File: src/rtl/cmd_frame_pkg.sv
// Shared types and constants for the command frame decoder.
package cmd_frame_pkg;

    // Frame parser states; encoding is visible on the decoder's debug port.
    typedef enum logic [2:0] {
        ST_HUNT  = 3'd0,
        ST_LEN   = 3'd1,
        ST_ADDR  = 3'd2,
        ST_DATA  = 3'd3,
        ST_ISSUE = 3'd4
    } frame_state_e;

    // Start-of-frame byte used unless the instantiation overrides it.
    localparam logic [7:0] DEFAULT_MAGIC = 8'hAA;

    // Smallest legal payload length; the largest is the decoder's DATA_BYTES.
    localparam logic [7:0] LEN_MIN = 8'd1;

    // True when a received LEN byte names a payload the decoder can hold.
    function automatic logic len_in_range(input logic [7:0] len, input logic [7:0] len_max);
        return (len >= LEN_MIN) && (len <= len_max);
    endfunction

endpackage

File: src/rtl/cmd_idle_timer.sv
// Mid-frame idle watchdog: a down-counter reloaded by every accepted byte.
// expire is raised combinationally on the TIMEOUT_CYCLES-th consecutive
// enabled cycle with no clear, so the parser can abort on that same edge.
module cmd_idle_timer #(
    parameter int unsigned TIMEOUT_CYCLES = 1024
) (
    input  logic clk,
    input  logic reset_n,
    input  logic clear,
    input  logic enable,
    output logic expire
);

    localparam int unsigned CNT_W = (TIMEOUT_CYCLES > 2) ? $clog2(TIMEOUT_CYCLES) : 1;
    localparam logic [CNT_W-1:0] RELOAD = CNT_W'(TIMEOUT_CYCLES - 1);

    logic [CNT_W-1:0] cnt_q;
    logic [CNT_W-1:0] cnt_d;

    // Counter holds the idle cycles still allowed before the expiring one.
    always_comb begin
        cnt_d = cnt_q;
        if (clear) begin
            cnt_d = RELOAD;
        end else if (enable && (cnt_q != '0)) begin
            cnt_d = cnt_q - CNT_W'(1);
        end
    end

    assign expire = enable && !clear && (cnt_q == '0);

    // Counter register.
    always_ff @(posedge clk or negedge reset_n) begin
        if (!reset_n) begin
            cnt_q <= '0;
        end else begin
            cnt_q <= cnt_d;
        end
    end

endmodule

File: src/rtl/cmd_frame_decoder.sv
// Byte-stream command decoder: MAGIC, LEN, ADDR, LEN payload bytes, then a
// single held register write.
//
// Handshakes: an rx byte transfers on a rising edge where rx_valid && rx_ready;
// a register write transfers on a rising edge where reg_wr && reg_ready. Both
// sides may hold valid/request indefinitely; nothing is consumed otherwise.
module cmd_frame_decoder
    import cmd_frame_pkg::*;
#(
    parameter int unsigned DATA_BYTES     = 8,
    parameter int unsigned ADDR_WIDTH     = 8,
    parameter logic [7:0]  MAGIC          = DEFAULT_MAGIC,
    parameter int unsigned TIMEOUT_CYCLES = 1024
) (
    input  logic                    clk,
    input  logic                    reset_n,
    input  logic [7:0]              rx_data,
    input  logic                    rx_valid,
    output logic                    rx_ready,
    output logic [ADDR_WIDTH-1:0]   reg_addr,
    output logic [8*DATA_BYTES-1:0] reg_data,
    output logic [DATA_BYTES-1:0]   reg_byte_en,
    output logic                    reg_wr,
    input  logic                    reg_ready,
    output logic [15:0]             err_count,
    output logic [15:0]             frame_count,
    output logic [2:0]              dbg_state
);

    localparam logic [7:0] LEN_MAX = 8'(DATA_BYTES);

    frame_state_e              state_q, state_d;
    logic [4:0]                len_q, len_d;
    logic [4:0]                idx_q, idx_d;
    logic [ADDR_WIDTH-1:0]     addr_q, addr_d;
    logic [8*DATA_BYTES-1:0]   data_q, data_d;
    logic [DATA_BYTES-1:0]     be_q, be_d;
    logic [15:0]               err_q, err_d;
    logic [15:0]               frame_q, frame_d;

    logic accept;
    logic err_inc;
    logic timer_en;
    logic timer_expire;

    assign rx_ready = (state_q != ST_ISSUE);
    assign accept   = rx_valid && rx_ready;
    assign timer_en = (state_q == ST_LEN) || (state_q == ST_ADDR) || (state_q == ST_DATA);

    cmd_idle_timer #(
        .TIMEOUT_CYCLES (TIMEOUT_CYCLES)
    ) u_idle_timer (
        .clk     (clk),
        .reset_n (reset_n),
        .clear   (accept),
        .enable  (timer_en),
        .expire  (timer_expire)
    );

    // Next-state and datapath updates for the frame parser.
    always_comb begin
        state_d = state_q;
        len_d   = len_q;
        idx_d   = idx_q;
        addr_d  = addr_q;
        data_d  = data_q;
        be_d    = be_q;
        frame_d = frame_q;
        err_inc = 1'b0;

        case (state_q)
            ST_HUNT: begin
                if (accept && (rx_data == MAGIC)) begin
                    state_d = ST_LEN;
                end
            end
            ST_LEN: begin
                if (accept) begin
                    if (len_in_range(rx_data, LEN_MAX)) begin
                        len_d   = rx_data[4:0];
                        idx_d   = '0;
                        data_d  = '0;
                        be_d    = '0;
                        state_d = ST_ADDR;
                    end else begin
                        err_inc = 1'b1;
                        state_d = ST_HUNT;
                    end
                end else if (timer_expire) begin
                    err_inc = 1'b1;
                    state_d = ST_HUNT;
                end
            end
            ST_ADDR: begin
                if (accept) begin
                    addr_d  = ADDR_WIDTH'(rx_data);
                    state_d = ST_DATA;
                end else if (timer_expire) begin
                    err_inc = 1'b1;
                    state_d = ST_HUNT;
                end
            end
            ST_DATA: begin
                if (accept) begin
                    for (int k = 0; k < DATA_BYTES; k++) begin
                        if (idx_q == 5'(k)) begin
                            data_d[8*k +: 8] = rx_data;
                            be_d[k]          = 1'b1;
                        end
                    end
                    idx_d = idx_q + 5'd1;
                    if ((idx_q + 5'd1) == len_q) begin
                        state_d = ST_ISSUE;
                    end
                end else if (timer_expire) begin
                    err_inc = 1'b1;
                    state_d = ST_HUNT;
                end
            end
            ST_ISSUE: begin
                if (reg_ready) begin
                    frame_d = frame_q + 16'd1;
                    state_d = ST_HUNT;
                end
            end
            default: begin
                state_d = ST_HUNT;
            end
        endcase

        err_d = (err_inc && (err_q != 16'hFFFF)) ? (err_q + 16'd1) : err_q;
    end

    // Parser state and output registers.
    always_ff @(posedge clk or negedge reset_n) begin
        if (!reset_n) begin
            state_q <= ST_HUNT;
            len_q   <= '0;
            idx_q   <= '0;
            addr_q  <= '0;
            data_q  <= '0;
            be_q    <= '0;
            err_q   <= '0;
            frame_q <= '0;
        end else begin
            state_q <= state_d;
            len_q   <= len_d;
            idx_q   <= idx_d;
            addr_q  <= addr_d;
            data_q  <= data_d;
            be_q    <= be_d;
            err_q   <= err_d;
            frame_q <= frame_d;
        end
    end

    assign reg_wr      = (state_q == ST_ISSUE);
    assign reg_addr    = addr_q;
    assign reg_data    = data_q;
    assign reg_byte_en = be_q;
    assign err_count   = err_q;
    assign frame_count = frame_q;
    assign dbg_state   = state_q;

endmodule

File: config.mk
export PLATFORM = sky130hd
export DESIGN_NAME = cmd_frame_decoder
export DESIGN_NICKNAME = d
export VERILOG_FILES = /design/src/rtl/cmd_frame_pkg.sv /design/src/rtl/cmd_idle_timer.sv /design/src/rtl/cmd_frame_decoder.sv
export SDC_FILE = /design/constraint.sdc
export NUM_CORES = 1
export LEC_CHECK = 0
export BUFFER_PORTS_ARGS = -buffer_cell sky130_fd_sc_hd__buf_2
export CAP_MARGIN = 30
export CORE_MARGIN = 2
export CORE_UTILIZATION = 45
export DETAILED_ROUTE_END_ITERATION = 6
export PLACE_DENSITY_LB_ADDON = 0.08
export SLEW_MARGIN = 5
export SYNTH_ARGS = -nofsm -noshare
export SYNTH_HDL_FRONTEND = slang
export SYNTH_HIERARCHICAL = 1
export SYNTH_SLANG_ARGS = --single-unit
File: constraint.sdc
create_clock -name clk -period 2.8 [get_ports clk]
set_input_delay 0 -clock clk [delete_from_list [all_inputs] [get_ports clk]]
set_output_delay 0 -clock clk [all_outputs]
set_load 0.01 [all_outputs]
After elaboration in Yosys (flattened, before gate mapping)
Index checks and enable logic that the tools add are counted.
{"block": "totals", "register_bits": 135, "out_inout_bits": 117, "word_cells": 132}
{"block": "op_classes", "n_addsub": 4, "order_cmp": 2, "eq_ne": 29, "n_mux": 44, "n_reduce_logical": 30}
{"operator": "64-bit 2-to-1 mux", "count": 3}
{"operator": "64-bit one-hot mux with 2 select lines", "count": 1}
{"operator": "8-bit 2-to-1 mux", "count": 11}
{"operator": "5-bit AND reduction", "count": 8}
{"operator": "16-bit by 1-bit adder with 16-bit output, second input constant", "count": 2}
{"operator": "3-bit 2-to-1 mux", "count": 7}
{"operator": "5-bit by 3-bit equality test with 1-bit output, second input constant", "count": 4}
{"operator": "10-bit 2-to-1 mux", "count": 2}
{"operator": "2-bit by 1-bit inequality test with 1-bit output, second input constant", "count": 10}
{"operator": "16-bit inequality test, second input constant", "count": 1}
{"operator": "8-bit one-hot mux with 2 select lines", "count": 1}
{"operator": "5-bit 2-to-1 mux", "count": 3}
{"operator": "3-bit one-hot mux with 5 select lines", "count": 1}
{"operator": "1-bit 2-to-1 mux", "count": 12}
{"operator": "5-bit by 2-bit equality test with 1-bit output, second input constant", "count": 2}
{"operator": "10-bit logical NOT", "count": 1}
{"operator": "5-bit one-hot mux with 2 select lines", "count": 1}
{"operator": "10-bit nonzero test", "count": 1}
{"operator": "10-bit by 1-bit subtractor with 10-bit output, second input constant", "count": 1}
{"operator": "8-bit equality test, second input constant", "count": 1}
{"operator": "8-bit by 1-bit greater-or-equal comparator with 1-bit output, second input constant", "count": 1}
{"operator": "8-bit by 4-bit less-or-equal comparator with 1-bit output, second input constant", "count": 1}
{"operator": "1-bit logical AND", "count": 7}
{"operator": "3-bit by 2-bit equality test with 1-bit output, second input constant", "count": 2}
{"operator": "other kinds (19)", "count": 25}

Depth between registers and ports, before layout
Gate-level depths: netlist (run 1).
{"block": "logic_depth", "depth_word": 9, "depth_mapped": 11}

By module
Netlist (run 1), hierarchy kept.
{"module": "cmd_frame_decoder", "n_inst": 1, "cells_per_inst": 488, "area_each_um2": 5522.8, "seq_area_each_um2": 3128.0}
{"module": "cmd_idle_timer", "n_inst": 1, "cells_per_inst": 69, "area_each_um2": 656.9, "seq_area_each_um2": 250.2}

Worst setup path before layout (run 1)
OpenSTA, ideal clock, no wires.
{"block": "synth_timing", "path_kind": "reg2reg", "startpoint": "register state_q[0], in the netlist dbg_state[0]", "endpoint": "register err_q[1], in the netlist err_count[1]", "setup_ns": 0.125, "arrival_ns": 2.637, "required_ns": 2.675, "path_slack_ns": 0.038, "stages_incl_launch_ff": 10, "n_path_buf": 2, "synth_period_minus_slack_ns": 2.762, "path_cell_list": "dfrtp_1 -> clkbuf_1 -> nor2_1 -> nor2_1 -> buf_4 -> or4b_4 -> nor4b_1 -> a32oi_1 -> nor2_1 -> mux2_2"}
{"block": "synth_between", "elab_chain_cells": 9}
{"element": "from (decl)", "line_no": "cmd_frame_decoder.sv:32", "source": "frame_state_e state_q, state_d;"}
{"element": "from (signal assigned)", "line_no": "cmd_frame_decoder.sv:146", "source": "state_q <= state_d;"}
{"element": "3-bit by 1-bit equality test with 1-bit output / 3-bit by 2-bit equality test with 1-bit output (equally long branches)", "line_no": "cmd_frame_decoder.sv:48", "source": "assign timer_en = (state_q == ST_LEN) || (state_q == ST_ADDR) || (state_q == ST_DATA);"}
{"element": "1-bit logical OR", "line_no": "cmd_frame_decoder.sv:48"}
{"element": "1-bit logical OR (*)", "line_no": "cmd_frame_decoder.sv:48"}
{"element": "via timer_en", "line_no": "cmd_frame_decoder.sv:43", "source": "logic timer_en;"}
{"element": "1-bit logical AND (*) (2 in series)", "line_no": "cmd_idle_timer.sv:30", "source": "assign expire = enable && !clear && (cnt_q == '0);"}
{"element": "via timer_expire", "line_no": "cmd_frame_decoder.sv:44", "source": "logic timer_expire;"}
{"element": "1-bit 2-to-1 mux (*)", "line_no": "cmd_frame_decoder.sv:89, cmd_frame_decoder.sv:98, cmd_frame_decoder.sv:115"}
{"element": "1-bit 2-to-1 mux (on tied branches)", "line_no": "cmd_frame_decoder.sv:104, cmd_frame_decoder.sv:78"}
{"element": "1-bit one-hot mux with 2 select lines (*)", "line_no": "cmd_frame_decoder.sv:71", "source": "case (state_q)"}
{"element": "1-bit logical AND (*)", "line_no": "cmd_frame_decoder.sv:131", "source": "err_d = (err_inc && (err_q != 16'hFFFF)) ? (err_q + 16'd1) : err_q;"}
{"element": "to (signal assigned)", "line_no": "cmd_frame_decoder.sv:152", "source": "err_q <= err_d;"}
{"element": "to (decl)", "line_no": "cmd_frame_decoder.sv:38", "source": "logic [15:0] err_q, err_d;"}
The timed path passes the listed nets; every way through them passes the cells marked *.
A chain may end at the register's enable or synchronous reset.

Worst setup path in the final report (run 1)
{"block": "layout_timing", "startpoint": "register u_idle_timer.cnt_q[8]", "endpoint": "register err_q[1], in the netlist err_count[1]"}
{"block": "layout_between", "elab_chain_cells": 6}
{"element": "from (decl)", "line_no": "cmd_idle_timer.sv:17", "source": "logic [CNT_W-1:0] cnt_q;"}
{"element": "from (signal assigned)", "line_no": "cmd_idle_timer.sv:37", "source": "cnt_q <= cnt_d;"}
{"element": "10-bit logical NOT (*)", "line_no": "cmd_idle_timer.sv:30"}
{"element": "1-bit logical AND (*)", "line_no": "cmd_idle_timer.sv:30"}
{"element": "via timer_expire", "line_no": "cmd_frame_decoder.sv:44"}
{"element": "1-bit 2-to-1 mux (*)", "line_no": "cmd_frame_decoder.sv:89, cmd_frame_decoder.sv:98, cmd_frame_decoder.sv:115"}
{"element": "1-bit 2-to-1 mux (on tied branches)", "line_no": "cmd_frame_decoder.sv:104, cmd_frame_decoder.sv:78"}
{"element": "1-bit one-hot mux with 2 select lines (*)", "line_no": "cmd_frame_decoder.sv:71"}
{"element": "1-bit logical AND (*)", "line_no": "cmd_frame_decoder.sv:131"}
Marks and branches as above.

==> metrics, run 1 <==
overall global routing resource usage 0.213; WP data required 3100 ps; Hold Crit Class primary input to asynchronous set/reset pin; Final Max Slew Viols 0; maximum level of the CTS H-tree 4; Remaining Overflow, GRT 0; vias per inst 5.30; syn_area_per_cell 11.1 µm²; Worst-Skew Late Latency 420 ps; Area Growth Syn to Fin 26.0%; maximum clock rate 400 MHz; Mapped Cells ~560; pre-CTS setup slack 140 ps; slowest stage cell, crit path or3_4; Slew headroom 0.519; Crit Path Category flip-flop to flip-flop; Fin. Hold Viols 0; DRC viols 0; die area between 10000 and 15000 µm²; core footprint between 10000 and 15000 µm²; RSZ-0062 raised after global routing no; CTS buffer count 17; most common cell after layout, fill and taps aside dfrtp_1; Final GP Congestion 0.852; Design Power 6.70 mW; fraction of layout instances using a drive strength above 1 0.288; max-cap viol count 0; Tmin final 2500 ps; Placed Cells 848; drt total wl around 15000 µm; Longest Clk Path Bufs 2; clk slew on worst S/H paths 60 ps; Std-Cell Rows 42; Starting Density 0.463; ranking of synthesized cells by area dfrtp_1, mux2i_1, nand3_1; Crit. End Element flip-flop; Max VDD drop about 0.6 mV; CP peak stage delay 440 ps; largest net degree at the start of global routing between 70 and 80; Period Utilization, post-route 0.892; cell area power density 860 nW/µm²; number of port buffers between 100 and 150; register area share after synthesis 0.547; hpwl dp 10200 µm; Synth async-reset ratio 1.00; Syn Nets 576; fin nets 721; leak pwr 3.77 nW; global-route wire length before repair 23900 µm; post-synth top area cell dfrtp_1; crit path DAT 2800 ps; clk sink count 135; commonest cells after routing, fill and taps aside dfrtp_1, buf_2, nand2_1, nand3_1, mux2i_1; Top FF cell, synth dfrtp_1; die span in y 121 µm; initial antenna violation count 0; vias in the first global route ~4.6k; die span in x 121 µm; antenna cells 0; remaining antenna violation count after routing 0; top fanout value on the critical path 15; YS warnings 6; R2R depth 7; EDFF count, synth 0; clock root buffer clkbuf_16; Startpoint Class flip-flop; Worst-Margin Slew 721 ps; synthesized cell area around 6200 µm²; Setup Skew 9.19 ps; wire length per cell 16.7 µm; CP cell instances or3_4 > or2_1 > nor4b_2 > a32oi_1 > buf_4 > nor2_1 > mux2_2; status completed; non-filler cells, final 889; Setup violations, final 0; Pre-antenna DRT Iters 5; via count 4711; number of I/O pins between 100 and 150; distinct cell type count after synthesis 58; worst setup margin 303 ps; #FFs+latches synth 135; Starting DRT DRC Count 290; hold slack 156 ps; Yosys top cell area share 0.547; TritonCTS clock tree done; setup_tns 0 ps
power by group:
| group | switching, mW | total, mW | internal (mW) |
|---|---|---|---|
| registers | 0.262 | 2.56 | 2.30 |
| logic | 0.968 | 1.65 | 0.684 |
| clock network | 0.801 | 2.49 | 1.69 |
synth_stat cells, types with 8 or more instances:
cell type	n
dfrtp_1	135
nand2_1	61
nand3_1	50
mux2i_1	33
o21ai_1	32
xnor2_1	19
xor2_1	19
nor3_1	17
nor2_1	16
inv_1	14
mux2_2	14
buf_2	13
nand4_1	11
o21ai_0	10
nand2b_1	9
clkbuf_1	8
critical path: cells and delay by family (launching register included):
family / cells / cell delay, ps
buffers and inverters: 1 / 210
muxes: 1 / 350
and+or+nand+nor: 4 / 1250
DFF: 1 / 410
AOI/OAI and AO/OA: 1 / 160
state kept, by name, summed over array words and instances, names as in the netlist:
| name | count |
|---|---|
| frame_count | 16 |
| reg_byte_en | 8 |
| reg_addr | 8 |
| idx_q | 5 |
| len_q | 5 |
| err_count | 16 |
| dbg_state | 3 |
| u_idle_timer/cnt_q | 10 |
| reg_data | 64 |
layer usage:
metal | vias up | GRT usage | wire length [µm]
met3 | 22 | 0.0592 | 844
met1 | 2306 | 0.299 | 7020
met2 | 134 | 0.315 | 6660
li1 | 2249 | - | -
met5 | - | 0 | 0
met4 | 0 | 0.0812 | 304
path summary, 6_finish.rpt:
| path | from | end | slack (ps) |
|---|---|---|---|
| min in group clk | reg_ready | dbg_state[2] | 350 |
| setup reg to reg | u_idle_timer/cnt_q[8] | err_count[1] | 300 |
| hold / removal | reset_n | reg_data[24] | 160 |
| setup / recovery | u_idle_timer/cnt_q[8] | err_count[1] | 300 |
| max in group asynchronous | reset_n | err_count[1] | 1900 |
| hold reg to reg | frame_count[15] | frame_count[15] | 460 |
area by class of cell:
type	count	area, µm²
timing repair buffer	156	910
clock inverter	8	168
multi-input combinational	378	2560
inverter	14	52.6
tap	176	220
fill	1190	5560
clock buffer	22	494
sequential	135	3380
logic make-up (layout without fill, tap and decap cells):
logic type	count (synthesis)	after routing	share of synthesized area
mux	47	47	0.0790
flops	135	135	0.547
compound gates	73	73	0.0727
fa+ha+maj	7	7	0.0142
simple gates	212	212	0.190
buf+inv	44	200	0.0397
xor+xnor	39	39	0.0577
per-stage QoR:
step	util	cell area, µm²
finish	0.583	7790
global route	0.583	7790
CTS	0.583	7780
detailed placement	0.525	7010
global placement	0.525	7010
floorplan	-	6180
repair_timing:
item / 4_1_cts / 5_1_grt
gates resized for setup: 0 / 1
endpoints found under the hold margin: 84 / 0
hold buffers: 11 / 0
buffers inserted: 0 / 0
setup endpoints to repair: 0 / 3
Note: power is estimated with default switching activity, not from simulation.
==> inputs of run 2 (changes only) <==
--- a/config.mk
+++ b/config.mk
@@ -10,7 +10,7 @@
 export CORE_MARGIN = 2
 export CORE_UTILIZATION = 45
 export DETAILED_ROUTE_END_ITERATION = 6
-export PLACE_DENSITY_LB_ADDON = 0.08
+export PLACE_DENSITY = 0.75
 export SLEW_MARGIN = 5
 export SYNTH_ARGS = -nofsm -noshare
 export SYNTH_HDL_FRONTEND = slang
==> metrics, run 2 (synthesis results as in run 1) <==
status completed; max-cap viol count 0 (unchanged); Longest Clk Path Bufs 2 (unchanged); top fanout value on the critical path 15 (unchanged); commonest cells after routing, fill and taps aside dfrtp_1, buf_2, nand2_1, nand3_1, mux2i_1; Setup violations, final 0 (unchanged); Startpoint Class flip-flop; CP bufs+invs 1 (unchanged); Starting DRT DRC Count 390 (+34%); Max VDD drop 0.490 mV (-20%); slowest stage cell, crit path nor4b_1; fin nets 720 (-0.14%); RSZ-0062 raised after global routing no; Std-Cell Rows 42 (unchanged); remaining antenna violation count after routing 0 (unchanged); Final GP Congestion 0.879 (+3.2%); TritonCTS clock tree done; max reg flops 64 (unchanged); global-route wire length before repair 24600 µm (+2.6%); number of I/O pins 129 (unchanged); die span in y 121 µm (unchanged); postcts setup bufs 0 (unchanged); Area Growth Syn to Fin 25.4%; Worst-Margin Slew 851 ps (+130 ps); die area 14700 µm² (unchanged); Fin. Hold Viols 0 (unchanged); most common cell after layout, fill and taps aside dfrtp_1; maximum level of the CTS H-tree 4 (unchanged); Setup Skew 5.28 ps (-3.91 ps); Hold Crit Class primary input to asynchronous set/reset pin; Worst-Skew Late Latency 410 ps (about the same); clock root buffer clkbuf_16; vias per inst 5.44 (+2.6%); CTS buffer count 17 (unchanged); antenna cells 0 (unchanged); wire length per cell 16.9 µm (+1.4%); WP data required 3100 ps (about the same); Final Max Slew Viols 0 (unchanged); hpwl dp 10600 µm (+4.6%); Util after Layout 0.581 (-0.00272); Starting Density 0.463 (unchanged); overall global routing resource usage 0.214 (+0.00111); CP cell instances or3_4 > or2_1 > nor4b_1 > a32oi_1 > buf_4 > nor2_1 > mux2_2; via count 4839 (+2.7%); Pre-antenna DRT Iters 4 (-1); number of port buffers 128 (unchanged); clk slew on worst S/H paths 60 ps (about the same); drt total wl 15100 µm (+1.5%); Crit path max-delay family simple AND/OR/NAND/NOR gates; leak pwr 3.76 nW (-0.42%); DRC viols 0 (unchanged); initial antenna violation count 0 (unchanged); Tmin final 2630 ps (+137 ps); Gates resized, CTS repair 0 (unchanged); Remaining Overflow, GRT 0 (unchanged); CP peak stage delay 460 ps (+20 ps); Crit Path Category flip-flop to flip-flop; clk sink count 135 (unchanged); core footprint 13300 µm² (unchanged); fraction of layout instances using a drive strength above 1 0.286 (-0.00180); vias in the first global route 4920 (+7.0%); setup_tns 0 ps (unchanged); crit path DAT 2930 ps (+130 ps); maximum clock rate 380 MHz (-5.2%); die span in x 121 µm (unchanged); largest net degree at the start of global routing 65 (-9.7%); Period Utilization, post-route 0.941 (+0.0489); cell area power density 862 nW/µm² (+0.16%); Slew headroom 0.428 (-0.0914); Crit. End Element flip-flop
==> run 2: cell count changes in the layout (fill, tap and decap cells not counted), sizes merged <==
cell	previous run	this run
clkinv	2	6
buf	145	144
clkbuf	22	20
==> run 2: metrics by stage <==
stage | power (mW) | cell area, µm² | worst slack [ps] | instances | hold slack (ps)
2_1_floorplan | 3.58 | 6180 | 38.3 | 557 | -296
3_3_place_gp | 4.16 | 6990 | 250 | 847 | 125
3_5_place_dp | 4.23 | 6990 | 181 | 847 | 136
4_1_cts | 6.71 | 7750 | 173 | 890 | 249
5_1_grt | 6.99 | 7750 | 38.8 | 890 | 298
6_report | 6.68 | 7750 | 166 | 890 | 221
==> run 2: timing repair <==
item,in CTS,in global routing
hold buffers,11,0
endpoints found under the setup margin,0,0
hold endpoints to repair,75,0
==> run 2: power breakdown <==
group / internal (mW) / total, mW / leakage [nW] / switching (mW)
clock: 1.63 / 2.46 / 0.320 / 0.830
combinational: 0.681 / 1.66 / 1.66 / 0.979
sequential: 2.30 / 2.56 / 1.78 / 0.263
total: 4.61 / 6.68 / 3.76 / 2.07
==> run 2: final timing paths <==
check                                  end  cells after the start                   from  slack, ps
setup / recovery              err_count[1]                      7  u_idle_timer/cnt_q[8]        170
min in group clk              dbg_state[2]                      3              reg_ready        370
hold / removal                reg_data[58]                      2                reset_n        220
max in group asynchronous      reg_data[0]                      3                reset_n       1720
hold reg to reg            frame_count[15]                      1        frame_count[15]        480
setup reg to reg              err_count[1]                      7  u_idle_timer/cnt_q[8]        170
==> run 2: area by class of cell <==
cell class | count | area, µm²
Clock buffer | 20 | 457
Clock inverter | 12 | 199
Fill cell | 1161 | 5600
Inverter | 14 | 52.6
Multi-Input combinational cell | 378 | 2560
Sequential cell | 135 | 3380
Tap cell | 176 | 220
Timing Repair Buffer | 155 | 886
==> run 2: per-layer routing <==
metal  vias up  global-route usage  routed length [µm]
met2       120               0.361                7580
met1      2436               0.274                6640
met4         0              0.0776                 266
met5         -                   0                   0
li1       2264                   -                   -
met3        19              0.0432                 568
